==> src/rtl/request_unit.sv <==
// request_unit
// Memory-side consumer of decoded dREN/dWEN/halt/LL/SC controls. Converts a
// single-cycle instruction decode into a data-memory request that is held
// stable until the cache answers with dhit, gates PC advance, latches a sticky
// halt and, when LLSC_EN is defined, keeps an LL/SC link register that is
// invalidated by matching snoops.
//
// Optional feature macro: LLSC_EN (undefined: LL acts as LW, SC acts as SW,
// snoop inputs are ignored and no link state exists).
//
// Ports
//   CLK, RST      clock (rising edge), asynchronous active-high reset
//   ihit          instruction fetch valid this cycle
//   dhit          data access complete (one-cycle pulse)
//   dREN_in       decoded load (LW/LL)
//   dWEN_in       decoded store (SW/SC)
//   ll_in, sc_in  decoded LL / SC
//   halt_in       decoded HALT
//   daddr_in      byte address of the data access
//   dstore_in     store data
//   snoop_valid   another agent wrote snoop_addr
//   snoop_addr    snooped byte address
//   imemREN       instruction read enable
//   dmemREN/WEN   held data read / write request
//   dmemaddr      held word address (bits [1:0] are zero)
//   dmemstore     held store data
//   pc_en         advance PC this cycle
//   sc_result     SC success flag, valid with the pc_en that completes an SC
//   halt          sticky halt
//   wait_cnt      cycles spent waiting for dhit on the current request
module request_unit #(
  parameter int WAIT_W = 8
) (
  input  logic              CLK,
  input  logic              RST,
  input  logic              ihit,
  input  logic              dhit,
  input  logic              dREN_in,
  input  logic              dWEN_in,
  input  logic              ll_in,
  input  logic              sc_in,
  input  logic              halt_in,
  input  logic [31:0]       daddr_in,
  input  logic [31:0]       dstore_in,
  input  logic              snoop_valid,
  input  logic [31:0]       snoop_addr,
  output logic              imemREN,
  output logic              dmemREN,
  output logic              dmemWEN,
  output logic [31:0]       dmemaddr,
  output logic [31:0]       dmemstore,
  output logic              pc_en,
  output logic              sc_result,
  output logic              halt,
  output logic [WAIT_W-1:0] wait_cnt
);

  typedef enum logic [1:0] {IDLE, DREQ, HALTED} state_t;

  localparam logic [WAIT_W-1:0] WAIT_MAX = '1;

  function automatic logic [WAIT_W-1:0] sat_inc(input logic [WAIT_W-1:0] v);
    return (v == WAIT_MAX) ? v : v + 1'b1;
  endfunction

  state_t      state, state_next;
  logic        accept;
  logic        sc_fail;
  logic        req_ren, req_wen, req_sc, req_ll;
  logic [29:0] req_addr;
  logic [31:0] req_store;
  logic        complete;
  logic        link_match;

`ifdef LLSC_EN
  logic        link_valid;
  logic [29:0] link_addr;
  logic        unused_bits;

  assign unused_bits = ^{daddr_in[1:0], snoop_addr[1:0]};
  assign link_match  = link_valid && (daddr_in[31:2] == link_addr);
`else
  logic        unused_inputs;

  assign unused_inputs = ^{daddr_in[1:0], snoop_valid, snoop_addr};
  assign link_match    = 1'b1;
`endif

  assign complete = (state == DREQ) && dhit;

  // Next-state and combinational outputs
  always_comb begin
    state_next = state;
    pc_en      = 1'b0;
    sc_result  = 1'b0;
    accept     = 1'b0;
    sc_fail    = 1'b0;
    case (state)
      IDLE: begin
        if (ihit) begin
          if (halt_in) begin
            state_next = HALTED;
          end else if (dREN_in || dWEN_in) begin
            // An SC without a matching link never reaches memory: it
            // retires immediately as a failed SC.
            if (sc_in && !link_match) begin
              pc_en   = 1'b1;
              sc_fail = 1'b1;
            end else begin
              accept     = 1'b1;
              state_next = DREQ;
            end
          end else begin
            pc_en = 1'b1;
          end
        end
      end
      DREQ: begin
        if (dhit) begin
          pc_en      = 1'b1;
          sc_result  = req_sc;
          state_next = IDLE;
        end
      end
      HALTED: state_next = HALTED;
      default: state_next = IDLE;
    endcase
  end

  always_ff @(posedge CLK or posedge RST) begin
    if (RST) state <= IDLE;
    else     state <= state_next;
  end

  // Held request: captured on accept, flags dropped on completion
  always_ff @(posedge CLK or posedge RST) begin
    if (RST) begin
      req_ren   <= 1'b0;
      req_wen   <= 1'b0;
      req_sc    <= 1'b0;
      req_ll    <= 1'b0;
      req_addr  <= '0;
      req_store <= '0;
    end else if (accept) begin
      req_wen   <= dWEN_in;
      req_ren   <= dREN_in && !dWEN_in;
      req_sc    <= sc_in;
      req_ll    <= ll_in && !dWEN_in;
      req_addr  <= daddr_in[31:2];
      req_store <= dstore_in;
    end else if (complete) begin
      req_ren <= 1'b0;
      req_wen <= 1'b0;
      req_sc  <= 1'b0;
      req_ll  <= 1'b0;
    end
  end

  always_ff @(posedge CLK or posedge RST) begin
    if (RST)                        wait_cnt <= '0;
    else if (state == DREQ && !dhit) wait_cnt <= sat_inc(wait_cnt);
    else                            wait_cnt <= '0;
  end

`ifdef LLSC_EN
  // Link register; a snoop coinciding with the LL completion is checked
  // against the address being linked, so the snoop wins.
  always_ff @(posedge CLK or posedge RST) begin
    if (RST) begin
      link_valid <= 1'b0;
      link_addr  <= '0;
    end else if (complete && req_ll) begin
      link_addr  <= req_addr;
      link_valid <= !(snoop_valid && (snoop_addr[31:2] == req_addr));
    end else if ((complete && req_sc) || sc_fail ||
                 (snoop_valid && (snoop_addr[31:2] == link_addr))) begin
      link_valid <= 1'b0;
    end
  end
`else
  logic unused_ctl;
  assign unused_ctl = ^{req_ll, sc_fail};
`endif

  assign imemREN   = (state == IDLE);
  assign halt      = (state == HALTED);
  assign dmemREN   = req_ren;
  assign dmemWEN   = req_wen;
  assign dmemaddr  = {req_addr, 2'b00};
  assign dmemstore = req_store;

endmodule

==> config.mk <==
export PLATFORM = sky130hd
export DESIGN_NAME = request_unit
export DESIGN_NICKNAME = d
export VERILOG_FILES = /design/src/rtl/request_unit.sv
export SDC_FILE = /design/constraint.sdc
export NUM_CORES = 1
export LEC_CHECK = 0
export ABC_AREA = 1
export BUFFER_PORTS_ARGS = -buffer_cell sky130_fd_sc_hd__buf_2
export CAP_MARGIN = 15
export CORE_UTILIZATION = 28
export CTS_CLUSTER_DIAMETER = 100
export DETAILED_ROUTE_END_ITERATION = 7
export MAX_ROUTING_LAYER = met4
export REMOVE_ABC_BUFFERS = 1
export SETUP_SLACK_MARGIN = 0.2
export SYNTH_ARGS = -nofsm -noshare
export SYNTH_HDL_FRONTEND = slang
export SYNTH_SLANG_ARGS = --single-unit
==> constraint.sdc <==
create_clock -name CLK -period 2.3 [get_ports CLK]
set_input_delay 0.46 -clock CLK [delete_from_list [all_inputs] [get_ports CLK]]
set_output_delay 0.46 -clock CLK [all_outputs]
set_load 0.03 [all_outputs]
; ---- Yosys cells after proc, flatten, opt, wreduce, memory -nomap -nowiden
; Index checks and enable logic that the tools add are counted.
[totals]
reg_bits = 75
out_inout_bits = 78
[classes]
add_sub_neg = 1
eq_ne = 7
n_mux = 22
n_reduce_logical = 9
[op_table]
columns = op, n
row1 = $mux W8, 2
row2 = $mux W1, 14
row3 = $add A8 B1 Y8 const B, 1
row4 = $eq A8 B8 Y1 const B, 1
row5 = $mux W2, 4
row6 = $ne A2 B2 Y1 const B, 3
row7 = $pmux W2 S3, 1
row8 = $logic_and A1 B1 Y1, 3
row9 = $ne A3 B2 Y1 const B, 1
row10 = $reduce_and A3 Y1, 1
row11 = $eq A2 B1 Y1 const B, 1
row12 = $eq A2 B2 Y1 const B, 1
row13 = $logic_not A1 Y1, 2
row14 = $logic_not A2 Y1, 1
row15 = $pmux W1 S2, 1
row16 = $reduce_bool A2 Y1, 1
row17 = $logic_or A1 B1 Y1, 1

; ---- Logic depth before layout (Yosys ltp)
; Gate-level depths: netlist of the first run.
[depth]
depth_word = 6
depth_mapped = 7
depth_no_buf = 6

; ---- Least setup slack after synthesis of the first run
; No wires, ideal clock.
[synth_timing]
path_kind = flip-flop to output port
from = reg state[0]
to = out pc_en
arrival_time_ns = 1.495
t_required_ns = 1.840
path_slack_ns = 0.345
path_stages_with_launch = 4
path_buffers = 0
cell_sequence = dfrtp_1 nor2_4 nand3_1 o21ai_0
[synth_via]
elab_chain_len = 2
word_cells_on_any_way = 3
classes_between = eq/ne: 1 / mux: 1 / reduce/logical: 1
[synth_lines]
columns = element, line
row1 = start: declaration, 66  ; state_t state, state_next;
row2 = start signal: assignment, 132  ; else state <= state_next;
row3 = $logic_not A2 Y1, -
row4 = net imemREN, 47  ; output logic imemREN,
row5 = $pmux W1 S2, 98  ; case (state)
row6 = end: declaration, 52  ; output logic pc_en,
; The timed path passes the listed nets, and every way through them passes these cells.

; ---- Worst setup path after layout of the first run
[layout_timing]
from = reg state[0]
to = reg req_store[29] (netlist: dmemstore[29])
[layout_via]
elab_chain_len = 2
[layout_lines]
columns = element, line
row1 = $logic_not A2 Y1, 98
row2 = $mux W1, 98
row3 = end signal: assignment, 150  ; req_store <= dstore_in;
row4 = end: declaration, 71  ; logic [31:0] req_store;
; Every way passes these cells.
; A chain may end at the register's enable or synchronous reset.

==> impl_metrics.env, run 1 <==
export IMPL_grt_setup_unrepaired="yes"
export IMPL_cts_hold_buf=0
export IMPL_comb_power_share=0.431
export IMPL_grt_pass1_wl_um=13100
export IMPL_syn_avg_cell_area_um2=8.49
export IMPL_ys_top_cells_by_count="nand2_1 (213), dfrtp_1 (75), nand3_1 (20), inv_1 (13), nor2_1 (13)"
export IMPL_drive_gt1_frac=0.338
export IMPL_drcViolationCount=0
export IMPL_vias=2799
export IMPL_maxCapViolCount=0
export IMPL_cts_sinks=75
export IMPL_critPathCaptureType="flip-flop"
export IMPL_outcome="finished clean"
export IMPL_switchingPower_mw=2.60
export IMPL_setup_viol=0
export IMPL_p_total_mw=5.80
export IMPL_seqPwrFrac=0.373
export IMPL_drt_antenna_violating_nets=0
export IMPL_max_slew_margin=0.365
export IMPL_dieArea_um2=11400
export IMPL_leakage_nw=2.45
export IMPL_dpl_worst_slack_ps=77.7
export IMPL_synth_area_leader_cell="dfrtp_1"
export IMPL_synth_edff_count=0
export IMPL_nets=617
export IMPL_slew_violations=0
export IMPL_wire_per_inst_um=12.3
export IMPL_grt_antenna_before_repair=0
export IMPL_yosysWarnings=0
export IMPL_area_growth_pct=34.7
export IMPL_htree_levels=3
export IMPL_critPathLaunchType="flip-flop"
export IMPL_synth_adder_area_share=0.00406
export IMPL_syn_area_um2=3080
export IMPL_p_int_mw=3.20
export IMPL_synth_top_family_by_area="simple AND/OR/NAND/NOR gates"
export IMPL_pwr_share_clk=0.196
export IMPL_routed_wl_um=7990
export IMPL_muxShareOfSynthArea=0
export IMPL_grt_overflow=0
export IMPL_hold_viol_final=0
export IMPL_synth_cell_types=17
export IMPL_start_util=0.293
export IMPL_grt_pass1_vias=2726
export IMPL_io_pins=184
export IMPL_yosys_cell_count_top_type="nand2_1"
export IMPL_worst_pin_slew_ps=952
export IMPL_via_per_inst=4.30
export IMPL_hold_class="in -> async"
export IMPL_synth_compound_gate_area_share=0.00974
export IMPL_die_y_um=107
export IMPL_finClkSkew_ps=6.96
export IMPL_ctsLongestPathBuffers=2
export IMPL_cts_buffers=9
export IMPL_fin_crit_sh=0.864
export IMPL_grt_usage=0.153
export IMPL_crit_fanout=25
export IMPL_yosysTopAreaCellShare=0.609
export IMPL_synthSimpleGateAreaFrac=0.320
export IMPL_power_density_nw_per_um2=1400
export IMPL_synth_seq_cells=75
export IMPL_max_vdd_ir_drop_v=0.000535
export IMPL_clk_latency_ps=340
export IMPL_yosysSeqAreaShare=0.609
export IMPL_dp_final_hpwl_um=5470
export IMPL_port_buffers=145
export IMPL_synth_cells=363
export IMPL_rows=37
export IMPL_drtIter0Drc=163
export IMPL_post_route_util=0.395
export IMPL_clk_pin_slew_worst_paths_ps=80
export IMPL_nFillCells=1069
export IMPL_cts_tree="built"
export IMPL_synthArstFlopShare=1.00
export IMPL_dr_pass1_iters=4
export IMPL_synth_xor_area_share=0
export IMPL_fmax_mhz=503
export IMPL_antenna_cells=0
export IMPL_layout_setup_ws_ps=314
export IMPL_ys_flop_type="dfrtp_1"
export IMPL_crit_type="reg -> reg"
export IMPL_period_needed_ps=1990
export IMPL_clockRootBuffer="clkbuf_8"
export IMPL_synth_area_leaders="dfrtp_1 (61%), nand2_1 (26%), nand3_1 (3.2%)"
export IMPL_gp_congestion=0.857
export IMPL_switching_share=0.449
export IMPL_core_um2=10500
export IMPL_grt_max_degree=40
export IMPL_die_x_um=107
export IMPL_critical_path_arrival_ps=2270
export IMPL_required_ps=2580
-- repair_timing --
item                       4_1_cts  5_1_grt
gates resized for setup          0        1
cloned                           1        0
pin swaps                        1        1
hold endpoints to repair         0        0
buffers inserted                 0        0
setup endpoints to repair       25       35
-- placed cells by master (no fill, tap or decap) --
| cell type | n |
|---|---|
| buf_2 | 145 |
| buf_4 | 6 |
| bufinv_16 | 2 |
| clkbuf_8 | 10 |
| clkinv_2 | 2 |
| clkinv_4 | 1 |
| clkinvlp_4 | 2 |
| conb_1 | 2 |
| dfrtp_1 | 75 |
| ha_1 | 1 |
| inv_1 | 12 |
| nand2_1 | 213 |
| nand3_1 | 19 |
| nand3_2 | 1 |
| nand4_1 | 2 |
| nor2_1 | 11 |
| nor2_2 | 2 |
| nor2_4 | 2 |
| nor3_1 | 1 |
| nor3_2 | 1 |
| o21ai_0 | 3 |
| o21bai_1 | 2 |
-- worst paths after layout --
| kind | start | endpoint | slack [ps] | cells after the start |
|---|---|---|---|---|
| worst max-delay path | state[0] | dmemstore[29] | 310 | 6 |
| worst min-delay path | RST | dmemstore[20] | 200 | 3 |
| worst max register to register | state[0] | dmemstore[29] | 310 | 6 |
| worst min register to register | req_addr[2] | req_addr[2] | 480 | 2 |
| max in group asynchronous | RST | dmemstore[27] | 1730 | 3 |
| min in group CLK | dstore_in[19] | dmemstore[19] | 300 | 3 |
-- layer usage --
metal | global-route usage | vias up | routed length [um]
met5 | - | - | 0
met4 | 0.0440 | 0 | 80
met3 | 0.0474 | 7 | 484
met2 | 0.245 | 96 | 3860
met1 | 0.187 | 1301 | 3560
li1 | - | 1395 | -
-- flip-flops by register name (all words and copies together), names as in the netlist --
signal,flops
req_sc,1
dmemWEN,1
state,2
dmemREN,1
dmemstore,32
wait_cnt,8
req_addr,30
-- metrics by stage --
step / setup TNS (ps) / area, um2 / instances / hold slack [ps]
CTS: 0 / 4150 / 651 / 206
global route: 0 / 4150 / 651 / 233
detailed placement: 0 / 3920 / 634 / 460
floorplan: -49360 / 2960 / 347 / 469
finish: 0 / 4150 / 651 / 202
global placement: 0 / 3920 / 634 / 458
-- critical path, stage by stage, from the launching register on --
cell and delay (ps):
dfrtp_1 430, nor2_4 180, nand3_1 240, nor2_4 520
buf_4 370, nand2_1 100, nand2_1 70
-- power groups by stage --
stage          Clock (mW)  Sequential [mW]  Combinational [mW]
2_1_floorplan           0             3.23               0.646
3_3_place_gp            0             2.16                2.50
3_5_place_dp            0             2.17                2.53
4_1_cts              1.19             2.17                2.54
5_1_grt              1.26             2.23                2.71
6_report             1.14             2.16                2.50
-- area by class of cell --
cell class / count / area (um2) / area share
Clock buffer: 10 / 138 / 0.0331
Inverter: 13 / 50.0 / 0.0121
Timing Repair Buffer: 151 / 771 / 0.186
Clock inverter: 6 / 88.8 / 0.0214
Sequential cell: 75 / 1880 / 0.452
Multi-Input combinational cell: 260 / 1060 / 0.255
Tap cell: 136 / 170 / 0.0410
-- kinds of logic (layout without fill, tap and decap cells) --
family / Yosys count / after routing
simple gates: 251 / 252
flops: 75 / 75
buf+inv: 30 / 180
compound gates: 5 / 5
fa+ha+maj: 1 / 1
other cells: 1 / 2
Power figures use the tool's default switching activity.
==> run 2: changes to the inputs <==
Settings changed: GPL_TIMING_DRIVEN set to 0.
==> impl_metrics.env, run 2 (synthesis gave the netlist of run 1 again) <==
export IMPL_outcome="finished clean"
export IMPL_dpl_worst_slack_ps=338
export IMPL_reg2reg_depth=6
export IMPL_dp_final_hpwl_um=5590
export IMPL_rows=37
export IMPL_r2r_setup_slack_ps=450
export IMPL_worst_pin_slew_ps=746
export IMPL_dieArea_um2=11400
export IMPL_power_density_nw_per_um2=1370
export IMPL_clk_latency_ps=330
export IMPL_cts_tree="built"
export IMPL_p_total_mw=5.66
export IMPL_max_vdd_ir_drop_v=0.000541
export IMPL_design_area_um2=4130
export IMPL_grt_max_degree=45
export IMPL_antenna_cells=0
export IMPL_grt_overflow=0
export IMPL_cts_buffers=9
export IMPL_drt_antenna_violating_nets=0
export IMPL_nFillCells=1124
export IMPL_fin_crit_sh=0.838
export IMPL_cts_sinks=75
export IMPL_nets=613
export IMPL_hold_viol_final=0
export IMPL_fin_cells=647
export IMPL_clockRootBuffer="clkbuf_8"
export IMPL_die_x_um=107
export IMPL_area_growth_pct=33.9
export IMPL_routed_wl_um=7660
export IMPL_grt_antenna_before_repair=0
export IMPL_leakage_nw=2.44
export IMPL_dp_cells=631
export IMPL_critPathLaunch="state[0]"
export IMPL_grt_pass1_vias=2726
export IMPL_multi_input_area_um2=1050
export IMPL_slew_violations=0
export IMPL_layout_setup_ws_ps=372
export IMPL_htree_levels=3
export IMPL_grt_setup_unrepaired="no"
export IMPL_drive_gt1_frac=0.329
export IMPL_dr_pass1_iters=4
export IMPL_vias=2785
export IMPL_crit_type="reg -> out"
export IMPL_port_buffers=145
export IMPL_setup_viol=0
export IMPL_cts_hold_buf=0
export IMPL_r2r_start="state[0]"
export IMPL_gp_congestion=0.834
export IMPL_placed_area_um2=3930
export IMPL_finClkSkew_ps=8.70
export IMPL_critPathCaptureType="primary output"
export IMPL_hold_class="in -> async"
export IMPL_max_slew_margin=0.502
export IMPL_period_needed_ps=1930
export IMPL_drtIter0Drc=142
export IMPL_layout_commonest_cell="nand2_1"
export IMPL_start_util=0.293
export IMPL_ctsLongestPathBuffers=2
export IMPL_cts_resized=0
export IMPL_largest_register_ffs=32
export IMPL_critical_path_arrival_ps=1470
export IMPL_fin_setup_tns_ps=0
export IMPL_die_y_um=107
export IMPL_grt_pass1_wl_um=12500
export IMPL_grt_usage=0.145
export IMPL_mostFrequentLayoutCells="nand2_1 (213), buf_2 (145), dfrtp_1 (75)"
export IMPL_fmax_mhz=519
export IMPL_maxCapViolCount=0
export IMPL_cts_setup_buffers=0
export IMPL_drcViolationCount=0
export IMPL_crit_fanout=5
export IMPL_clk_pin_slew_worst_paths_ps=70
export IMPL_via_per_inst=4.30
export IMPL_wire_per_inst_um=11.8
export IMPL_required_ps=1840
export IMPL_critPathLaunchType="flip-flop"
export IMPL_io_pins=184
export IMPL_seq_area_um2=1880
export IMPL_core_um2=10500
-- run 2: cell types whose count changed in the layout (fill, tap and decap cells not counted), sizes merged --
cell      before  now
clkbuf        10   11
bufinv         2    1
clkinvlp       2    1
inv           12   13
buf          151  148
nor2          15   14
-- run 2: report_power, final --
part,leakage (nW),internal (mW),switching (mW)
logic,1.39,0.703,1.81
registers,0.947,1.86,0.292
clock network,0.0991,0.526,0.467
total,2.44,3.09,2.57
-- run 2: area by class of cell --
class                      count  area share
clock buffer                  11      0.0343
timing repair buffer         148       0.190
tap                          136      0.0412
clock inverter                 5      0.0127
multi-input combinational    259       0.254
inverter                      13      0.0124
sequential                    75       0.455
-- run 2: worst max-delay path, cell delays in order, from the launching register on --
cell and delay [ps]:
dfrtp_1 430, nor2_4 180, nand3_1 120, o21ai_0 190, buf_2 220
-- run 2: final timing paths --
kind / endpoint
worst max-delay path: pc_en
max in group asynchronous: req_addr[28]
worst min-delay path: dmemstore[0]
worst max register to register: dmemstore[9]
min in group CLK: dmemstore[21]
worst min register to register: dmemstore[2]
-- run 2: routing by layer --
layer  vias up  part of all wire  GRT usage
met2        93              0.50      0.243
met5         -                 0          -
met4         0             0.013     0.0577
met1      1300              0.43      0.169
met3         9             0.055     0.0328
li1       1383                 -          -
-- run 2: per-stage QoR --
stage           util  hold slack (ps)
2_1_floorplan      -              469
3_3_place_gp   0.367              457
3_5_place_dp   0.374              460
4_1_cts        0.393              148
5_1_grt        0.393              167
6_report       0.393              142
